File: src/rtl/stopwatch_counter_if.sv
// Control inputs and BCD display outputs of stopwatch_counter.
// STOPWATCH_LAP_EN adds the lap_btn input.
interface stopwatch_counter_if;
  logic       tick_1hz;
  logic       tick_2hz;
  logic       pause_btn;
  logic       adj;
  logic       sel;
`ifdef STOPWATCH_LAP_EN
  logic       lap_btn;
`endif
  logic [3:0] sec0;
  logic [2:0] sec1;
  logic [3:0] min0;
  logic [2:0] min1;
  logic       blink;
  logic       paused;

  modport master (
    output tick_1hz, tick_2hz, pause_btn, adj, sel,
`ifdef STOPWATCH_LAP_EN
    output lap_btn,
`endif
    input  sec0, sec1, min0, min1, blink, paused
  );

  modport slave (
    input  tick_1hz, tick_2hz, pause_btn, adj, sel,
`ifdef STOPWATCH_LAP_EN
    input  lap_btn,
`endif
    output sec0, sec1, min0, min1, blink, paused
  );
endinterface

File: src/rtl/stopwatch_counter.sv
// MM:SS BCD stopwatch with pause and 2 Hz field adjust; outputs registered, one clk after tick/edge.
// Optional lap hold behind STOPWATCH_LAP_EN; no backpressure, ticks are single-cycle enables.
module stopwatch_counter #(
  parameter bit HOLD_AT_MAX = 1'b0
) (
  input logic               clk,
  input logic               rst_n,
  stopwatch_counter_if.slave sw
);

  logic [3:0] sec0_r, sec0_n, min0_r, min0_n;
  logic [2:0] sec1_r, sec1_n, min1_r, min1_n;
  logic       paused_r, blink_r, pause_q;
  logic       pause_edge, sec_max, min_max;

  // Field increment mod 60, result packed as {tens, ones}.
  function automatic logic [6:0] inc60(input logic [2:0] tens, input logic [3:0] ones);
    if (ones == 4'd9)
      return (tens == 3'd5) ? 7'd0 : {tens + 3'd1, 4'd0};
    else
      return {tens, ones + 4'd1};
  endfunction

  assign pause_edge = sw.pause_btn & ~pause_q;
  assign sec_max    = (sec1_r == 3'd5) && (sec0_r == 4'd9);
  assign min_max    = (min1_r == 3'd5) && (min0_r == 4'd9);

  always_comb begin
    sec0_n = sec0_r;
    sec1_n = sec1_r;
    min0_n = min0_r;
    min1_n = min1_r;
    if (sw.adj) begin
      if (sw.tick_2hz) begin
        if (sw.sel) {sec1_n, sec0_n} = inc60(sec1_r, sec0_r);
        else        {min1_n, min0_n} = inc60(min1_r, min0_r);
      end
    end else if (!paused_r && sw.tick_1hz) begin
      if (!(HOLD_AT_MAX && sec_max && min_max)) begin
        {sec1_n, sec0_n} = inc60(sec1_r, sec0_r);
        if (sec_max) {min1_n, min0_n} = inc60(min1_r, min0_r);
      end
    end
  end

  always_ff @(posedge clk) begin
    if (!rst_n) begin
      sec0_r   <= 4'd0;
      sec1_r   <= 3'd0;
      min0_r   <= 4'd0;
      min1_r   <= 3'd0;
      paused_r <= 1'b0;
      blink_r  <= 1'b0;
      pause_q  <= 1'b1;
    end else begin
      sec0_r   <= sec0_n;
      sec1_r   <= sec1_n;
      min0_r   <= min0_n;
      min1_r   <= min1_n;
      paused_r <= paused_r ^ pause_edge;
      blink_r  <= sw.adj;
      pause_q  <= sw.pause_btn;
    end
  end

  assign sw.blink  = blink_r;
  assign sw.paused = paused_r;

`ifdef STOPWATCH_LAP_EN
  logic       lap_r, lap_q;
  logic [3:0] cap_sec0, cap_min0;
  logic [2:0] cap_sec1, cap_min1;
  logic       lap_edge;

  assign lap_edge = sw.lap_btn & ~lap_q;

  // Capture the pre-update count so the held value matches the toggle edge.
  always_ff @(posedge clk) begin
    if (!rst_n) begin
      lap_r    <= 1'b0;
      lap_q    <= 1'b1;
      cap_sec0 <= 4'd0;
      cap_sec1 <= 3'd0;
      cap_min0 <= 4'd0;
      cap_min1 <= 3'd0;
    end else begin
      lap_q <= sw.lap_btn;
      lap_r <= lap_r ^ lap_edge;
      if (lap_edge && !lap_r) begin
        cap_sec0 <= sec0_r;
        cap_sec1 <= sec1_r;
        cap_min0 <= min0_r;
        cap_min1 <= min1_r;
      end
    end
  end

  assign sw.sec0 = lap_r ? cap_sec0 : sec0_r;
  assign sw.sec1 = lap_r ? cap_sec1 : sec1_r;
  assign sw.min0 = lap_r ? cap_min0 : min0_r;
  assign sw.min1 = lap_r ? cap_min1 : min1_r;
`else
  assign sw.sec0 = sec0_r;
  assign sw.sec1 = sec1_r;
  assign sw.min0 = min0_r;
  assign sw.min1 = min1_r;
`endif

endmodule
File: src/flat_wrapper.sv
// flat-port wrapper written by rule: the top's interface ports become plain ports
module stopwatch_counter_flat 
#(
  parameter bit HOLD_AT_MAX = 1'b0
)
  (clk, rst_n, sw_tick_1hz, sw_tick_2hz, sw_pause_btn, sw_adj, sw_sel, sw_sec0, sw_sec1, sw_min0, sw_min1, sw_blink, sw_paused);
  stopwatch_counter_if sw_i ();
  input logic clk;
  input logic rst_n;
  input wire logic [$bits(sw_i.tick_1hz)-1:0] sw_tick_1hz;
  input wire logic [$bits(sw_i.tick_2hz)-1:0] sw_tick_2hz;
  input wire logic [$bits(sw_i.pause_btn)-1:0] sw_pause_btn;
  input wire logic [$bits(sw_i.adj)-1:0] sw_adj;
  input wire logic [$bits(sw_i.sel)-1:0] sw_sel;
  output wire logic [$bits(sw_i.sec0)-1:0] sw_sec0;
  output wire logic [$bits(sw_i.sec1)-1:0] sw_sec1;
  output wire logic [$bits(sw_i.min0)-1:0] sw_min0;
  output wire logic [$bits(sw_i.min1)-1:0] sw_min1;
  output wire logic [$bits(sw_i.blink)-1:0] sw_blink;
  output wire logic [$bits(sw_i.paused)-1:0] sw_paused;
  assign sw_i.tick_1hz = sw_tick_1hz;
  assign sw_i.tick_2hz = sw_tick_2hz;
  assign sw_i.pause_btn = sw_pause_btn;
  assign sw_i.adj = sw_adj;
  assign sw_i.sel = sw_sel;
  assign sw_sec0 = sw_i.sec0;
  assign sw_sec1 = sw_i.sec1;
  assign sw_min0 = sw_i.min0;
  assign sw_min1 = sw_i.min1;
  assign sw_blink = sw_i.blink;
  assign sw_paused = sw_i.paused;
  stopwatch_counter #(.HOLD_AT_MAX(HOLD_AT_MAX)) u_core (.clk(clk), .rst_n(rst_n), .sw(sw_i));
endmodule
File: config.mk
export PLATFORM = sky130hd
export DESIGN_NAME = stopwatch_counter_flat
export DESIGN_NICKNAME = d
export VERILOG_FILES = /design/src/rtl/stopwatch_counter_if.sv /design/src/rtl/stopwatch_counter.sv /design/src/flat_wrapper.sv
export SDC_FILE = /design/constraint.sdc
export NUM_CORES = 1
export LEC_CHECK = 0
export CAP_MARGIN = 20
export CORE_MARGIN = 1
export CORE_UTILIZATION = 35
export DETAILED_ROUTE_END_ITERATION = 16
export PLACE_DENSITY = 0.74
export SKIP_CTS_REPAIR_TIMING = 1
export SLEW_MARGIN = 20
export SYNTH_ARGS = -nofsm -noshare
export SYNTH_HDL_FRONTEND = slang
export SYNTH_SLANG_ARGS = --single-unit
File: constraint.sdc
create_clock -name clk -period 2.75 [get_ports clk]
set_clock_uncertainty 0.05 [all_clocks]
set_input_delay 0.4125 -clock clk [delete_from_list [all_inputs] [get_ports clk]]
set_output_delay 0.4125 -clock clk [all_outputs]
set_load 0.005 [all_outputs]
---- After elaboration in Yosys (flattened, before gate mapping) ----
Cells that the tools add are included.
storage, ports and cells
  flip-flop bits (word level) ............. 17
  input port bits ......................... 7
cells by class
  add/subtract/negate cells ............... 4
  equality and inequality tests ........... 7
  multiplexer cells ....................... 22
  bitwise logic cells ..................... 3
  reduce and logical (&&, ||, !) cells .... 7
operator list
  operator             number
  $mux 4               9
  $mux 7               4
  $mux 3               9
  $add 4x1->4 const B  2
  $eq 4x4->1 const B   2
  $add 3x1->3 const B  2
  $eq 3x3->1 const B   2
  $ne 2x2->1 const B   2
  $reduce_and 4->1     1
  $reduce_bool 2->1    2
  $reduce_and 3->1     1
  $logic_and 1x1->1    2
  $ne 2x1->1 const B   1
  $and 1x1->1          1
  $logic_not 1->1      1
  $not 1->1            1
  $xor 1x1->1          1

---- Longest topological paths before layout ----
  depth after elaboration ................. 6
  depth in mapped cells ................... 5
  depth with buffers taken out ............ 4

---- Worst setup path after synthesis ----
No wires, ideal clock.
  kind .................................... input to register
  from .................................... in sw_adj
  to ...................................... reg u_core.min1_r[2] (netlist: u_core.sw.min1[2])
  arrival ................................. 1.461 ns
  required time ........................... 2.630 ns
  path slack .............................. 1.169 ns
  stages on the path ...................... 4
  path buffers ............................ 0
  cells stage by stage .................... and4bb_1 a41oi_2 or4b_1 a21boi_1
on the way
  cells in the longest elaborated chain, start to end .. 2
  elaborated cells on any way between the ends .. 6
  those cells by class .................... eq/ne (2); mux (1); reduce/logical (3)
RTL lines
  what                                                              RTL line                 RTL
  from (decl)                                                       flat_wrapper.sv:13       input wire logic [$bits(sw_i.adj)-1:0] sw_adj;
  $ne 2x2->1 (no line) / $reduce_bool 2->1 (equally long branches)  n/a
  $reduce_and 4->1 (no line)                                        n/a
  to (signal assigned)                                              stopwatch_counter.sv:59  min1_r <= min1_n;
  to (decl)                                                         stopwatch_counter.sv:12  logic [2:0] sec1_r, sec1_n, min1_r, min1_n;
Parallel ways exist; a longest one is shown, timed or not.
A chain may end at the register's enable or synchronous reset.

---- Worst setup path in the final report ----
Ends and elaborated chain as after synthesis.

==> results by group <==
Pwr
  – VDD IR max: 0.0002086 V
  – Part of the power in registers: 59.7%
  – Comb pwr share: 10.2%
  – Pwr dens: 406.5 nW/um^2
  – Switching power share of the total: 23.03%
  – Clock group share of total power: 30.1%
  – Leakage: 0.3715 nW
  – Net Sw Power: 0.09931 mW
  – Power Internal: 0.3320 mW

Route
  – Wire length on met3: 73 um
  – Final wirelength: 1599 um
  – Vias per inst: 5.314
  – Highest metal used: met3
  – # DRC: 0
  – Vias after detailed routing: 728
  – Met1 wire length: 820 um
  – 1st-iter DRT viols: 8
  – Post-DRT Antenna Nets: 0
  – First-pass DRT Iterations: 4
  – Per-cell routed wire length: 11.67 um
  – Routed wl met2: 705 um

Timing
  – Final hold vios: 0
  – Pin slew with the least headroom to its limit: 0.7436 ns
  – Max_slew headroom: 50.27%
  – RSZ-0062 raised after global routing: no
  – Tmin final: 2.106 ns
  – F_max: 474.8 MHz
  – Setup TNS Final: 0 ns
  – Final setup viols: 0
  – WHS: 0.4541 ns
  – Slew Viols, Final: 0
  – Period utilisation layout: 76.59%
  – Worst setup margin: 0.6438 ns

Die
  – Area of the die: 2453 um^2
  – Die X: 49.53 um
  – Cell Rows: 16
  – Core Box Area: 2042 um^2
  – Starting Density: 38.73%
  – I/O Pins: 23
  – Die Span Y: 49.53 um

Clocking
  – Clk sinks: 17
  – CTS tree: built
  – Clk buf depth: 2
  – Clock transition at path regs: 0.10 ns
  – Num CTS Buffers: 3
  – Clk_lat worst skew: 0.28 ns
  – Root buf cell: clkbuf_4
  – # H-tree levels: 1

Synth
  – Net Count, Synth: 94
  – Yosys warns: 0
  – Largest area contributor in the netlist: dfxtp_1
  – Mux contribution to synthesized area: 1.266%
  – Synth async-reset ratio: 0%
  – Post-synthesis xor/xnor area fraction: 3.323%
  – Share of the synthesized area in the top cell type: 43.04%
  – Cells after Synth: 87
  – Simple-gate portion of the synthesized area: 29.11%
  – Synth unique cells: 30
  – Primary FF master, synth: dfxtp_1
  – Most common cell in the netlist: dfxtp_1
  – Synth Area in Adders: 0%
  – Mapped Avg Cell Area: 9.089 um^2
  – Synth area leaders: dfxtp_1 (43%), o211ai_1 (4.7%), o21ai_0 (4.4%)
  – Post-Syn Area: 790.8 um^2
  – Synth top cells by count: dfxtp_1 (17), o21ai_0 (7), nand2_1 (6)
  – Main combinational cell family by area after synthesis: simple AND/OR/NAND/NOR gates
  – Compound-cell area share of the yosys netlist: 20.41%
  – Register bit count reported by yosys: 17
  – Register area share after synthesis: 43.04%
  – Number of flops mapped to enable cells by yosys: 0

Setup path
  – Max FO, Critical Path: 13
  – Critical path class: in -> reg
  – Reg2reg setup slack: 0.85 ns
  – CP Capture Point: u_core.sw.min1[2]$_SDFFE_PN0P_
  – Required @ worst endpoint: 2.92 ns
  – Reg-to-reg critical path startpoint: u_core.sw.sec0[2]$_SDFFE_PN0P_
  – Slowest stage delay, CP: 0.59 ns
  – Crit path DAT: 2.28 ns
  – Setup crit start kind: input pin
  – Max stage delay cell, worst path: or4b_1
  – Crit-path cells: clkdlybuf4s50_1 > and4bb_1 > a41oi_2 > or4b_1 > a21boi_1
  – Worst setup EP type: register
  – Reg2reg path depth: 4
  – Critical path origin: sw_adj
  – R2R Path End: u_core.sw.min1[2]$_SDFFE_PN0P_

Global routing
  – First-pass GRT wire length: 2511 um
  – Overall track demand over capacity in global routing: 12.86%
  – Antenna violations before repair: 0
  – Vias in the first global route: 611
  – Total gr overflow: 0
  – Largest net degree at the start of global routing: 25

Final layout
  – Nets: 118
  – Share of post-route cells with drive strength above 1: 4.545%
  – Ant diodes: 0
  – Area Growth Syn to Fin: 34.18%
  – Fin area: 1061 um^2

Placement
  – Buffers on Ports: 22
  – Placed instance area: 1033 um^2
  – Gp weighted congestion: 0.7189
  – Detail Placement HPWL: 1111 um
  – Worst slack, placed: 0.3765 ns

Min path
  – Min-delay worst type: reg -> reg

Run
  – Max Cap Viol: 0

Run status
  – Status: complete, no violations
## critical path: cells and delay by family
family,cells,cell delay (ns)
compound gates,2,0.46
buf+inv,1,0.48
simple gates,2,0.93
## final cells by class
| type | count | area (um^2) |
|---|---|---|
| clock buffers | 3 | 22.52 |
| well taps | 27 | 33.78 |
| inverters | 3 | 11.26 |
| flip-flops and latches | 17 | 340.3 |
| multi-input cells | 64 | 427.9 |
| fillers | 200 | 980.9 |
| clock inverters | 1 | 5.005 |
| repair buffers | 22 | 220.2 |
## power by group through the flow
stage	logic (mW)	clock network (mW)	registers (mW)
after floorplan	0.0198	0	0.263
after global placement	0.0429	0	0.263
after detailed placement	0.0436	0	0.263
after CTS	0.0441	0.136	0.258
after global routing	0.0481	0.150	0.259
final	0.0438	0.130	0.258
## cell usage in the layout, fill, tap and decap left out, types with 4 or more instances in the layout
cell type	instances
o211ai_1	5
nand3_1	5
and2_1	4
nand2_1	6
clkdlybuf4s50_1	22
dfxtp_1	17
o21ai_0	7
## how the worst min path moves through the flow
stage	to	from	slack, ns	cells after the start
after floorplan	u_core.sw.min1[1]$_SDFFE_PN0P_	u_core.sw.min1[1]$_SDFFE_PN0P_	0.43	2
after global placement	u_core.sw.min1[2]$_SDFFE_PN0P_	u_core.sw.min1[2]$_SDFFE_PN0P_	0.43	2
after detailed placement	u_core.sw.min1[0]$_SDFFE_PN0P_	u_core.sw.min1[0]$_SDFFE_PN0P_	0.44	2
after CTS	u_core.sw.min1[0]$_SDFFE_PN0P_	u_core.sw.min1[0]$_SDFFE_PN0P_	0.46	2
after global routing	u_core.sw.min1[0]$_SDFFE_PN0P_	u_core.sw.min1[0]$_SDFFE_PN0P_	0.48	2
final	u_core.sw.min1[0]$_SDFFE_PN0P_	u_core.sw.min1[0]$_SDFFE_PN0P_	0.45	2
## registers in the layout, indices dropped and copies added, names as in the netlist
register,count
u_core.sw.min1,3
u_core.pause_q,1
u_core.sw.min0,4
u_core.sw.paused,1
u_core.sw.sec1,3
u_core.sw.sec0,4
u_core.sw.blink,1
## routing by layer
metal,vias up,track usage (%)
met5,-,0
met4,0,3.333
met3,0,3.395
met2,18,19.82
met1,345,17.61
li1,365,-
## stage by stage
stage | utilization [%] | power [mW] | std cells
detailed placement | 50.61 | 0.3068 | 133
global placement | 50.61 | 0.3057 | 133
floorplan | - | 0.2826 | 87
finish | 51.96 | 0.4313 | 137
CTS | 51.96 | 0.4377 | 137
global route | 51.96 | 0.4569 | 137
## kinds of logic (layout without fill, tap and decap cells)
family,after synthesis,after routing
AND/OR/NAND/NOR,37,37
AO/OA/AOI/OAI,23,23
flip-flops,17,17
buffers and inverters,6,29
XOR/XNOR,3,3
multiplexers,1,1
Power figures use the tool's default switching activity.
